**src/rtl/xsnd_tone.sv**
```systemverilog
// xsnd_tone: memory-mapped square-wave tone generator for picoversat.
// Note descriptors {dur, half} are queued by the CPU and played back-to-back on spk.
module xsnd_tone #(
  parameter int FIFO_DEPTH = 4,
  parameter int TICK_DIV   = 1000,
  parameter int SND_ADDR_W = 2
) (
  input  logic                  clk,
  input  logic                  rst_n,
  input  logic                  sel,
  input  logic                  we,
  input  logic [SND_ADDR_W-1:0] addr,
  input  logic [31:0]           data_in,
  output logic [31:0]           data_out,
  output logic                  spk,
  output logic                  busy
);
  localparam int PTR_W = (FIFO_DEPTH > 1) ? $clog2(FIFO_DEPTH) : 1;
  localparam int CNT_W = PTR_W + 1;
  localparam int PRE_W = (TICK_DIV > 1) ? $clog2(TICK_DIV) : 1;

  localparam logic [SND_ADDR_W-1:0] A_NOTE   = SND_ADDR_W'(32'd0);
  localparam logic [SND_ADDR_W-1:0] A_CTRL   = SND_ADDR_W'(32'd1);
  localparam logic [SND_ADDR_W-1:0] A_STATUS = SND_ADDR_W'(32'd2);
  localparam logic [SND_ADDR_W-1:0] A_DONE   = SND_ADDR_W'(32'd3);
  localparam logic [CNT_W-1:0]      DEPTH_C  = CNT_W'(FIFO_DEPTH);
  localparam logic [PRE_W-1:0]      PRE_MAX  = PRE_W'(TICK_DIV - 1);

  typedef enum logic [1:0] {
    ST_IDLE = 2'd0,
    ST_LOAD = 2'd1,
    ST_PLAY = 2'd2
  } state_t;

  state_t           state_r, fsm_nxt_s, state_nxt_s;
  logic [31:0]      mem_r [FIFO_DEPTH];
  logic [PTR_W-1:0] wr_ptr_r, rd_ptr_r, wr_ptr_nxt_s, rd_ptr_nxt_s;
  logic [CNT_W-1:0] count_r, count_nxt_s;
  logic [15:0]      half_r, half_cnt_r, dur_cnt_r;
  logic [15:0]      half_nxt_s, half_cnt_nxt_s, dur_nxt_s;
  logic [PRE_W-1:0] presc_r, presc_nxt_s;
  logic [31:0]      done_r, done_nxt_s, head_s;
  logic [3:0]       cnt4_s;
  logic             enable_r, overflow_r, phase_r, spk_r, busy_r;
  logic             en_nxt_s, ovf_nxt_s, phase_nxt_s, spk_nxt_s, busy_nxt_s;
  logic             push_s, push_ok_s, pop_s, ctrl_wr_s, flush_s, clr_ovf_s;
  logic             empty_s, full_s, note_done_s;

  // Bus write decode and queue status flags.
  always_comb begin
    push_s    = sel & we & (addr == A_NOTE);
    ctrl_wr_s = sel & we & (addr == A_CTRL);
    flush_s   = ctrl_wr_s & data_in[1];
    clr_ovf_s = ctrl_wr_s & data_in[2];
    if (ctrl_wr_s) begin
      en_nxt_s = data_in[0];
    end else begin
      en_nxt_s = enable_r;
    end
    empty_s = (count_r == {CNT_W{1'b0}});
    full_s  = (count_r == DEPTH_C);
    head_s  = mem_r[rd_ptr_r];
    cnt4_s  = 4'(count_r);
  end

  // Playback sequencer: next state and note counters.
  always_comb begin
    fsm_nxt_s      = state_r;
    pop_s          = 1'b0;
    note_done_s    = 1'b0;
    half_nxt_s     = half_r;
    half_cnt_nxt_s = half_cnt_r;
    dur_nxt_s      = dur_cnt_r;
    presc_nxt_s    = presc_r;
    phase_nxt_s    = phase_r;
    case (state_r)
      ST_IDLE: begin
        phase_nxt_s = 1'b0;
        if (enable_r && !empty_s) begin
          fsm_nxt_s = ST_LOAD;
        end else begin
          fsm_nxt_s = ST_IDLE;
        end
      end
      ST_LOAD: begin
        pop_s          = ~empty_s;
        half_nxt_s     = head_s[15:0];
        half_cnt_nxt_s = head_s[15:0];
        dur_nxt_s      = head_s[31:16];
        presc_nxt_s    = {PRE_W{1'b0}};
        phase_nxt_s    = 1'b0;
        if (empty_s || (head_s[31:16] == 16'd0)) begin
          fsm_nxt_s = ST_IDLE;
        end else begin
          fsm_nxt_s = ST_PLAY;
        end
      end
      ST_PLAY: begin
        if (enable_r) begin
          // A zero half period is a rest: the phase never toggles.
          if (half_r == 16'd0) begin
            phase_nxt_s = 1'b0;
          end else if (half_cnt_r == 16'd1) begin
            half_cnt_nxt_s = half_r;
            phase_nxt_s    = ~phase_r;
          end else begin
            half_cnt_nxt_s = half_cnt_r - 16'd1;
          end
          if (presc_r == PRE_MAX) begin
            presc_nxt_s = {PRE_W{1'b0}};
            dur_nxt_s   = dur_cnt_r - 16'd1;
            if (dur_cnt_r == 16'd1) begin
              fsm_nxt_s   = ST_IDLE;
              phase_nxt_s = 1'b0;
              note_done_s = 1'b1;
            end else begin
              fsm_nxt_s = ST_PLAY;
            end
          end else begin
            presc_nxt_s = presc_r + PRE_W'(1'b1);
          end
        end else begin
          fsm_nxt_s = ST_PLAY;
        end
      end
      default: begin
        fsm_nxt_s = ST_IDLE;
      end
    endcase
    state_nxt_s = flush_s ? ST_IDLE : fsm_nxt_s;
    done_nxt_s  = (note_done_s & ~flush_s) ? (done_r + 32'd1) : done_r;
    // spk is registered, so it looks ahead at the enable and state of the next cycle.
    spk_nxt_s   = (state_nxt_s == ST_PLAY) & en_nxt_s & phase_nxt_s;
    busy_nxt_s  = (state_nxt_s != ST_IDLE);
  end

  // Note queue pointers, occupancy and sticky overflow; flush overrides a pop.
  always_comb begin
    push_ok_s    = push_s & (~full_s | pop_s);
    wr_ptr_nxt_s = wr_ptr_r;
    rd_ptr_nxt_s = rd_ptr_r;
    count_nxt_s  = count_r;
    if (flush_s) begin
      wr_ptr_nxt_s = {PTR_W{1'b0}};
      rd_ptr_nxt_s = {PTR_W{1'b0}};
      count_nxt_s  = {CNT_W{1'b0}};
    end else begin
      if (push_ok_s) begin
        wr_ptr_nxt_s = wr_ptr_r + PTR_W'(1'b1);
      end else begin
        wr_ptr_nxt_s = wr_ptr_r;
      end
      if (pop_s) begin
        rd_ptr_nxt_s = rd_ptr_r + PTR_W'(1'b1);
      end else begin
        rd_ptr_nxt_s = rd_ptr_r;
      end
      count_nxt_s = count_r + CNT_W'(push_ok_s) - CNT_W'(pop_s);
    end
    if (clr_ovf_s) begin
      ovf_nxt_s = 1'b0;
    end else if (push_s && !push_ok_s) begin
      ovf_nxt_s = 1'b1;
    end else begin
      ovf_nxt_s = overflow_r;
    end
  end

  // Note storage; contents are don't-care until written.
  always_ff @(posedge clk) begin
    if (push_ok_s) begin
      mem_r[wr_ptr_r] <= data_in;
    end
  end

  // State, counters and registered outputs.
  always_ff @(posedge clk or negedge rst_n) begin
    if (!rst_n) begin
      state_r    <= ST_IDLE;
      wr_ptr_r   <= {PTR_W{1'b0}};
      rd_ptr_r   <= {PTR_W{1'b0}};
      count_r    <= {CNT_W{1'b0}};
      half_r     <= 16'd0;
      half_cnt_r <= 16'd0;
      dur_cnt_r  <= 16'd0;
      presc_r    <= {PRE_W{1'b0}};
      done_r     <= 32'd0;
      enable_r   <= 1'b0;
      overflow_r <= 1'b0;
      phase_r    <= 1'b0;
      spk_r      <= 1'b0;
      busy_r     <= 1'b0;
    end else begin
      state_r    <= state_nxt_s;
      wr_ptr_r   <= wr_ptr_nxt_s;
      rd_ptr_r   <= rd_ptr_nxt_s;
      count_r    <= count_nxt_s;
      half_r     <= half_nxt_s;
      half_cnt_r <= half_cnt_nxt_s;
      dur_cnt_r  <= dur_nxt_s;
      presc_r    <= presc_nxt_s;
      done_r     <= done_nxt_s;
      enable_r   <= en_nxt_s;
      overflow_r <= ovf_nxt_s;
      phase_r    <= phase_nxt_s;
      spk_r      <= spk_nxt_s;
      busy_r     <= busy_nxt_s;
    end
  end

  // Combinational read mux toward the decoder.
  always_comb begin
    data_out = 32'd0;
    if (sel && !we) begin
      case (addr)
        A_CTRL:   data_out = {31'd0, enable_r};
        A_STATUS: data_out = {24'd0, cnt4_s, overflow_r, busy_r, full_s, empty_s};
        A_DONE:   data_out = done_r;
        default:  data_out = 32'd0;
      endcase
    end else begin
      data_out = 32'd0;
    end
  end

  assign spk  = spk_r;
  assign busy = busy_r;
endmodule
```
**config.mk**
```make
export PLATFORM = sky130hd
export DESIGN_NAME = xsnd_tone
export DESIGN_NICKNAME = d
export VERILOG_FILES = /design/src/rtl/xsnd_tone.sv
export SDC_FILE = /design/constraint.sdc
export NUM_CORES = 1
export LEC_CHECK = 0
export CORE_AREA = 2 2 165 167
export DETAILED_ROUTE_END_ITERATION = 6
export DIE_AREA = 0 0 167 169
export GPL_TIMING_DRIVEN = 0
export HOLD_SLACK_MARGIN = 0.1
export SYNTH_ARGS = -nofsm -noshare
export SYNTH_HDL_FRONTEND = slang
export SYNTH_SLANG_ARGS = --single-unit
```
**constraint.sdc**
```tcl
create_clock -name clk -period 5.4 [get_ports clk]
set_clock_uncertainty 0.05 [all_clocks]
set_input_delay 0.54 -clock clk [delete_from_list [all_inputs] [get_ports clk]]
set_output_delay 0.54 -clock clk [all_outputs]
set_load 0.02 [all_outputs]
```
==> Yosys cells after proc, flatten, opt, wreduce, memory -nomap -nowiden <==
Memory sizes are Yosys's and may differ from the RTL's.
Cells that the tools add are included.
{ "totals": {"ff_bits": 104, "latch_bits": 0, "ramBits": 128, "rom_bits": 0, "out_inout_bits": 34, "elab_cells": 111, "mem_count": 1} }
{ "mem_list": {"columns": ["memory", "depth", "word_bits", "read_ports", "rd_clocked_by_memory_dff", "wr", "line", "rtl"], "rows": [
  ["mem_r", 4, 32, 1, 0, 1, "36", "logic [31:0] mem_r [FIFO_DEPTH];"]
]} }
{ "op_classes": {"n_addsub": 8, "n_mul": 0, "div": 0, "order_cmp": 0, "n_eq_ne": 13, "shift": 0, "muxes": 40, "bitwise_logic": 14, "reduce_logical": 21} }
{ "ops": {"columns": ["cell", "count"], "rows": [
  ["$pmux W32 S3", 1],
  ["$mux W16", 5],
  ["$pmux W16 S2", 2],
  ["$add A32 B1 Y32 const B", 1],
  ["$eq A16 B1 Y1 const B", 2],
  ["$logic_not A16 Y1", 2],
  ["$mux W32", 1],
  ["$sub A16 B1 Y16 const B", 2],
  ["$mux W10", 2],
  ["$pmux W10 S2", 1],
  ["$mux W2", 9],
  ["$mux W1", 16],
  ["$add A10 B1 Y10 const B", 1],
  ["$eq A10 B10 Y1 const B", 1],
  ["$reduce_bool A2 Y1", 5],
  ["$and A1 B1 Y1", 9],
  ["$eq A2 B2 Y1 const B", 4],
  ["$ne A2 B2 Y1 const B", 3],
  ["$pmux W2 S3", 1],
  ["$reduce_and A3 Y1", 2],
  ["$add A2 B1 Y2 const B", 2],
  ["$eq A2 B1 Y1 const B", 2],
  ["$logic_not A2 Y1", 2],
  ["$not A1 Y1", 4],
  ["other kinds (12)", 16]
]} }

==> Longest topological paths before layout <==
Gate-level depths: netlist of run 1.
{ "logic_depth": {"ltp_word": 9, "depth_mapped": 11, "ltp_nobuf": 10} }

==> Worst setup path after synthesis of run 1 <==
OpenSTA, ideal clock, no wires.
{ "synth_path": {"path_type": "input to output", "startpoint": "in addr[0]", "endpoint": "out data_out[0]", "t_arrival_ns": 2.037, "required_time_ns": 4.810, "path_slack_ns": 2.773, "stages": 6, "n_path_buf": 1, "cell_sequence": "clkbuf_1 clkinv_1 mux2i_1 nor2_1 a31oi_1 nor3b_1"} }
{ "synth_via": {"elab_chain_cells": 3, "word_cells_on_any_way": 5, "cone_classes": "eq/ne: 3; mux: 2"} }
{ "synth_lines": {"columns": ["element", "line", "rtl"], "rows": [
  ["start, declared", "12", "input logic [SND_ADDR_W-1:0] addr,"],
  ["$eq A2 B2 Y1 / $eq A2 B1 Y1 (equally long branches)", "215", "case (addr)"],
  ["$pmux W32 S3 (*)", "215", null],
  ["$mux W32 (*)", "214", "if (sel && !we) begin"],
  ["end, declared", "14", "output logic [31:0] data_out,"]
]} }
Every way passes the cells marked *; elsewhere a longest branch is shown, timed or not.

==> Worst setup path in the final report of run 1 <==
{ "layout_path": {"startpoint": "in addr[0]", "endpoint": "out data_out[19]"} }
Same word-level chain as after synthesis.

==> impl_metrics.json, run 1 <==
{
  "cts_hold_buf": 1,
  "synth_area_leader_cell": "edfxtp_1",
  "crit_arrival_ps": 3530,
  "synth_area_per_cell_um2": 12.5,
  "n_antenna_cell": 0,
  "fillers": 2374,
  "io_buffers": 71,
  "postRouteAntennaNets": 0,
  "min_path_type": "primary input to async pin",
  "start_kind": "primary input",
  "cts_sinks": 232,
  "area.growth.synth_to_final_pct": 19.8,
  "dr_total_vias": 6913,
  "detail_route.vias_per_cell": 5.32,
  "crit_fanout": 10,
  "initial_core_util_pct": 39.5,
  "slew_headroom_pct": 39.6,
  "yosys_most_used_dff": "edfxtp_1",
  "rsz0062_at_grt": "no",
  "synth-async-reset-ratio_pct": 44.8,
  "yosysMostFrequentCell": "edfxtp_1",
  "clk_pin_slew_ps": 60,
  "maxCapViolCount": 0,
  "dr.first_iter.drc_count": 508,
  "pin_count": 72,
  "root_buffer": "clkbuf_16",
  "status": "completed",
  "synth_edf_count": 128,
  "vdd_drop_max_uv": 258,
  "dr.pass1.iters": 7,
  "numCtsBuffers": 25,
  "slew_viol_final": 0,
  "clk_path_buf_depth": 3,
  "wl_um": 22900,
  "grt-ovfl-total": 0,
  "grt_pass1_vias": 7021,
  "cp_slowest_cell": "clkdlybuf4s50_1",
  "period_needed_ps": 4120,
  "synth_top_area_share_pct": 36.8,
  "layout-drive-gt1-share_pct": 10.4,
  "ys_ff_latch": 232,
  "synth_area_leaders": "edfxtp_1 37%, dfrtp_1 25%, mux4_2 6.9%",
  "final_hold_viol_count": 0,
  "p_leak_nw": 4.65,
  "powerDensity_nw_per_um2": 464,
  "synth_cell_types": 61,
  "nets": 990,
  "cts_resized": 0,
  "end_kind": "primary output",
  "cp_cell_sequence": "clkdlybuf4s50_1, clkbuf_1, clkinv_1, nor2_1, clkbuf_1, and2_1, clkdlybuf4s50_1",
  "post_drt_wl_per_cell_um": 17.6,
  "core_area_um2": 26500,
  "insertion_delay_ps": 520,
  "cpPeakStageDelay_ps": 590,
  "row_count": 60,
  "crit_type": "primary input to primary output",
  "worst_pin_slew_ps": 906,
  "yosysWarnings": 0,
  "synth_nets": 889,
  "ys_seq_area_share_pct": 61.6,
  "crit_required_ps": 4810,
  "die_h_um": 169,
  "antenna_found_initial": 0,
  "dieArea_um2": 28200,
  "post-route-period-util_pct": 76.4,
  "grt_pass1_wl_um": 38100,
  "cts_tree": "built",
  "fin_setup_tns_ps": 0,
  "setup_viol": 0,
  "synthesis.area_um2": 10500,
  "gp_congestion": 0.845,
  "grt_usage_pct": 16.7,
  "reg2regPathDepth": 7,
  "fmax_mhz": 242,
  "syn_inst": 839,
  "dp_hpwl_um": 15400,
  "die_x_um": 167,
  "postLayoutCoreUtil_pct": 47.3,
  "grt_max_degree": 92,
  "drcViolationCount": 0,
  "cts_setup_buffers": 0,
  "synth_common_cells": "128 x edfxtp_1, 106 x nand2_1, 104 x dfrtp_1",
  "htreeDepth": 1
}
-- state kept, by name, indices dropped and copies added (netlist names), 2 cells and up --
| name | flops |
|---|---|
| done_r | 32 |
| state_r | 2 |
| count_r | 3 |
| dur_cnt_r | 16 |
| presc_r | 10 |
| wr_ptr_r | 2 |
| mem_r | 128 |
| rd_ptr_r | 2 |
| half_r | 16 |
| half_cnt_r | 16 |
-- cells by family (layout without fill, tap and decap cells) --
logic type | Yosys count | count (layout) | synth area share (%)
AND/OR/NAND/NOR | 337 | 337 | 16.2
flip-flops | 232 | 232 | 61.6
AO/OA/AOI/OAI | 107 | 107 | 6.34
buffers and inverters | 59 | 179 | 2.25
XOR/XNOR | 50 | 50 | 4.19
multiplexers | 42 | 42 | 7.87
adder cells (fa/ha/maj) | 12 | 12 | 1.51
-- per-stage QoR --
| stage | cells | setup WS (ps) | hold slack (ps) | area (um2) | power (W) |
|---|---|---|---|---|---|
| after floorplan | 839 | 2770 | 194 | 10500 | 0.00353 |
| after global placement | 1251 | -699 | 400 | 11600 | 0.00403 |
| after detailed placement | 1253 | 1220 | 337 | 11600 | 0.00406 |
| after CTS | 1300 | 1210 | 378 | 12500 | 0.00586 |
| after global routing | 1300 | 1040 | 395 | 12500 | 0.00617 |
| final | 1300 | 1280 | 381 | 12500 | 0.00581 |
-- worst max-delay path, delay by kind of cell --
family	cells	cell delay, ps
buffers and inverters	5	2320
AND/OR/NAND/NOR	2	670
-- metal layers --
metal | wire length (um) | vias to the layer above | GRT usage [%]
li1 | - | 3298 | -
met1 | 10800 | 3395 | 24.5
met2 | 10600 | 185 | 26.6
met3 | 1110 | 35 | 1.99
met4 | 418 | 0 | 4.20
met5 | 0 | - | 0
-- cell type report --
cell class	count	area (um2)	area share, %
Multi-Input combinational cell	548	3780	30.2
Inverter	21	78.8	0.629
Sequential cell	232	6450	51.5
Clock inverter	18	228	1.82
Timing Repair Buffer	74	769	6.15
Buffer	38	156	1.25
Tap cell	341	427	3.41
Clock buffer	28	637	5.09
-- where the power goes --
| part | internal [W] | switching [W] | leakage (nW) | total (W) |
|---|---|---|---|---|
| combinational | 0.000681 | 0.000956 | 1.79 | 0.00164 |
| clock | 0.00109 | 0.000698 | 0.411 | 0.00179 |
| sequential | 0.00213 | 0.000253 | 2.44 | 0.00239 |
-- cell usage in the layout (no fill, tap or decap), drive strengths merged, types with 7 or more instances in the layout --
cell,count
mux4,32
or3,7
edfxtp,128
inv,21
nor2,73
and2,24
nand3,18
xnor2,24
clkdlybuf4s50,70
a31oi,17
nor4,13
o21ai,28
clkinv,10
a21oi,25
nand2,107
ha,11
buf,12
nand4,19
o211ai,11
mux2i,8
xor2,26
clkbuf,57
nor3,40
dfrtp,104
-- worst paths after layout --
path                                         startpoint                     end  slack [ps]
worst max-delay path                            addr[0]            data_out[19]        1280
worst min-delay path                              rst_n   half_r[7]$_DFFE_PN0P_         380
worst max register to register  rd_ptr_r[0]$_DFFE_PN0P_           spk$_DFF_PN0_        2430
worst min register to register   done_r[31]$_DFFE_PN0P_  done_r[31]$_DFFE_PN0P_         410
max in group asynchronous                         rst_n  done_r[10]$_DFFE_PN0P_        4250
min in group clk                 done_r[31]$_DFFE_PN0P_  done_r[31]$_DFFE_PN0P_         410
Note: power is estimated with default switching activity, not from simulation.
==> run 2: changes to the inputs <==
==> constraint.sdc (replaced) <==
create_clock -name clk -period 3.45 [get_ports clk]
set_clock_uncertainty 0.05 [all_clocks]
set_input_delay 0.345 -clock clk [delete_from_list [all_inputs] [get_ports clk]]
set_output_delay 0.345 -clock clk [all_outputs]
set_load 0.02 [all_outputs]
==> impl_metrics.json, run 2 (synthesis results as in run 1) <==
{
  "final_hold_viol_count": 0,
  "die_x_um": 167,
  "dr.first_iter.drc_count": 534,
  "vdd_drop_max_uv": 405,
  "fillers": 2375,
  "p_leak_nw": 4.65,
  "root_buffer": "clkbuf_16",
  "post_drt_wl_per_cell_um": 17.7,
  "fin_setup_tns_ps": 0,
  "htreeDepth": 1,
  "slew_viol_final": 0,
  "io_buffers": 71,
  "setup_viol": 0,
  "start_kind": "primary input",
  "fin_cells": 1300,
  "antenna_found_initial": 0,
  "placedCellCount": 1253,
  "final_area_um2": 12500,
  "dr.pass1.iters": 7,
  "final_cell_mix": "128 x edfxtp_1, 106 x nand2_1, 104 x dfrtp_1",
  "worst_pin_slew_ps": 925,
  "crit_type": "primary input to primary output",
  "row_count": 60,
  "period_needed_ps": 3150,
  "largest_reg_flops": 128,
  "comb_power_share_pct": 28.2,
  "fmax_mhz": 317,
  "cts_setup_buffers": 0,
  "cts_tree": "built",
  "grt-ovfl-total": 0,
  "crit_arrival_ps": 2760,
  "dr_total_vias": 6955,
  "end_kind": "primary output",
  "clk_path_buf_depth": 3,
  "initial_core_util_pct": 39.5,
  "insertion_delay_ps": 520,
  "detail_route.vias_per_cell": 5.35,
  "post-route-period-util_pct": 91.4,
  "dieArea_um2": 28200,
  "setup_slack_ps": 298,
  "postRouteAntennaNets": 0,
  "grt_pass1_wl_um": 38100,
  "placed_area_um2": 11600,
  "rsz0062_at_grt": "no",
  "cp_slowest_cell": "clkdlybuf4s50_1",
  "area.growth.synth_to_final_pct": 19.8,
  "drcViolationCount": 0,
  "cts_sinks": 232,
  "cpPeakStageDelay_ps": 590,
  "final_common_cell": "edfxtp_1",
  "die_h_um": 169,
  "maxCapViolCount": 0,
  "critPathMostFrequentCell": "clkdlybuf4s50_1",
  "swShare_pct": 32.9,
  "grt_pass1_vias": 7019,
  "core_area_um2": 26500,
  "grt_max_degree": 92,
  "dp_hpwl_um": 15400,
  "status": "completed",
  "pin_count": 72,
  "crit_fanout": 10,
  "powerDensity_nw_per_um2": 727,
  "p_int_w": 0.00611,
  "clk_pin_slew_ps": 60,
  "clockPowerShare_pct": 30.8,
  "crit_required_ps": 3050,
  "power_w": 0.00911,
  "largest_register": "mem_r",
  "seqPwrFrac_pct": 41.0,
  "n_antenna_cell": 0,
  "place_ws_ps": -342,
  "power_switching_w": 0.00300,
  "layout-drive-gt1-share_pct": 10.7,
  "numCtsBuffers": 25,
  "nets": 990,
  "gp_congestion": 0.845,
  "biggestRegsByFlops": "mem_r: 128 flops, done_r: 32 flops",
  "grt_usage_pct": 16.7,
  "min_path_type": "primary input to async pin",
  "cp_cell_sequence": "clkdlybuf4s50_1, clkbuf_2, clkinv_2, nor2_2, clkbuf_1, and2_1, clkdlybuf4s50_1",
  "wl_um": 23000,
  "slew_headroom_pct": 38.3
}
==> run 2: cell counts in the layout (fill, tap and decap cells not counted) <==
No cell type changed its count.
==> run 2: repair_timing <==
item | 4_1_cts | 5_1_grt
resized for setup | 3 | 0
setup endpoints to repair | 19 | 0
hold buffers | 1 | 0
hold endpoints to repair | 104 | 0
==> run 2: final timing paths <==
check / from / end / slack [ps] / cells past startpoint
setup / recovery: addr[0] / data_out[28] / 300 / 7
hold / removal: rst_n / half_r[7]$_DFFE_PN0P_ / 180 / 2
setup reg to reg: rd_ptr_r[0]$_DFFE_PN0P_ / spk$_DFF_PN0_ / 470 / 7
hold reg to reg: done_r[31]$_DFFE_PN0P_ / done_r[31]$_DFFE_PN0P_ / 410 / 1
max in group asynchronous: rst_n / done_r[10]$_DFFE_PN0P_ / 2490 / 3
min in group clk: data_in[30] / mem_r[1][30]$_DFFE_PP_ / 410 / 1
==> run 2: power by group through the flow <==
stage               registers (W)  clock network (W)  logic (W)
floorplan                 0.00367                  0    0.00186
global placement          0.00377                  0    0.00253
detailed placement        0.00378                  0    0.00258
CTS                       0.00373            0.00286    0.00258
global route              0.00380            0.00297    0.00288
finish                    0.00374            0.00280    0.00257
==> run 2: worst max-delay path: cells and delay by family <==
kind | cells | cell delay (ps)
buf+inv | 5 | 1920
simple gates | 2 | 480
==> run 2: area by class of cell <==
cell class,instances,area [um2],share of cell area (%)
flip-flops and latches,232,6450,51.5
plain buffers,38,158,1.26
repair buffers,74,769,6.14
well taps,341,427,3.41
clock buffers,28,637,5.08
clock inverters,18,228,1.82
inverters,21,80.1,0.639
multi-input cells,548,3780,30.2
==> run 2: routing by layer <==
metal  global-route usage [%]  share of wire (%)
met3                     1.99                4.6
met5                        0                  0
met1                     24.5                 47
met2                     26.6                 46
met4                     4.20                1.8
==> run 2: stage by stage <==
| step | hold slack [ps] | utilization, % |
|---|---|---|
| 2_1_floorplan | -0.591 | - |
| 3_3_place_gp | 400 | 43.7 |
| 3_5_place_dp | 142 | 44.0 |
| 4_1_cts | 183 | 47.3 |
| 5_1_grt | 200 | 47.3 |
| 6_report | 185 | 47.3 |
==> run 3: changes to the inputs <==
--- a/config.mk
+++ b/config.mk
@@ -6,6 +6,7 @@
 export NUM_CORES = 1
 export LEC_CHECK = 0
 export CORE_AREA = 2 2 165 167
+export CTS_CLUSTER_SIZE = 25
 export DETAILED_ROUTE_END_ITERATION = 6
 export DIE_AREA = 0 0 167 169
 export GPL_TIMING_DRIVEN = 0
==> results of run 3 <==
No change in the layout: final DEF, timing and power equal those of run 2.
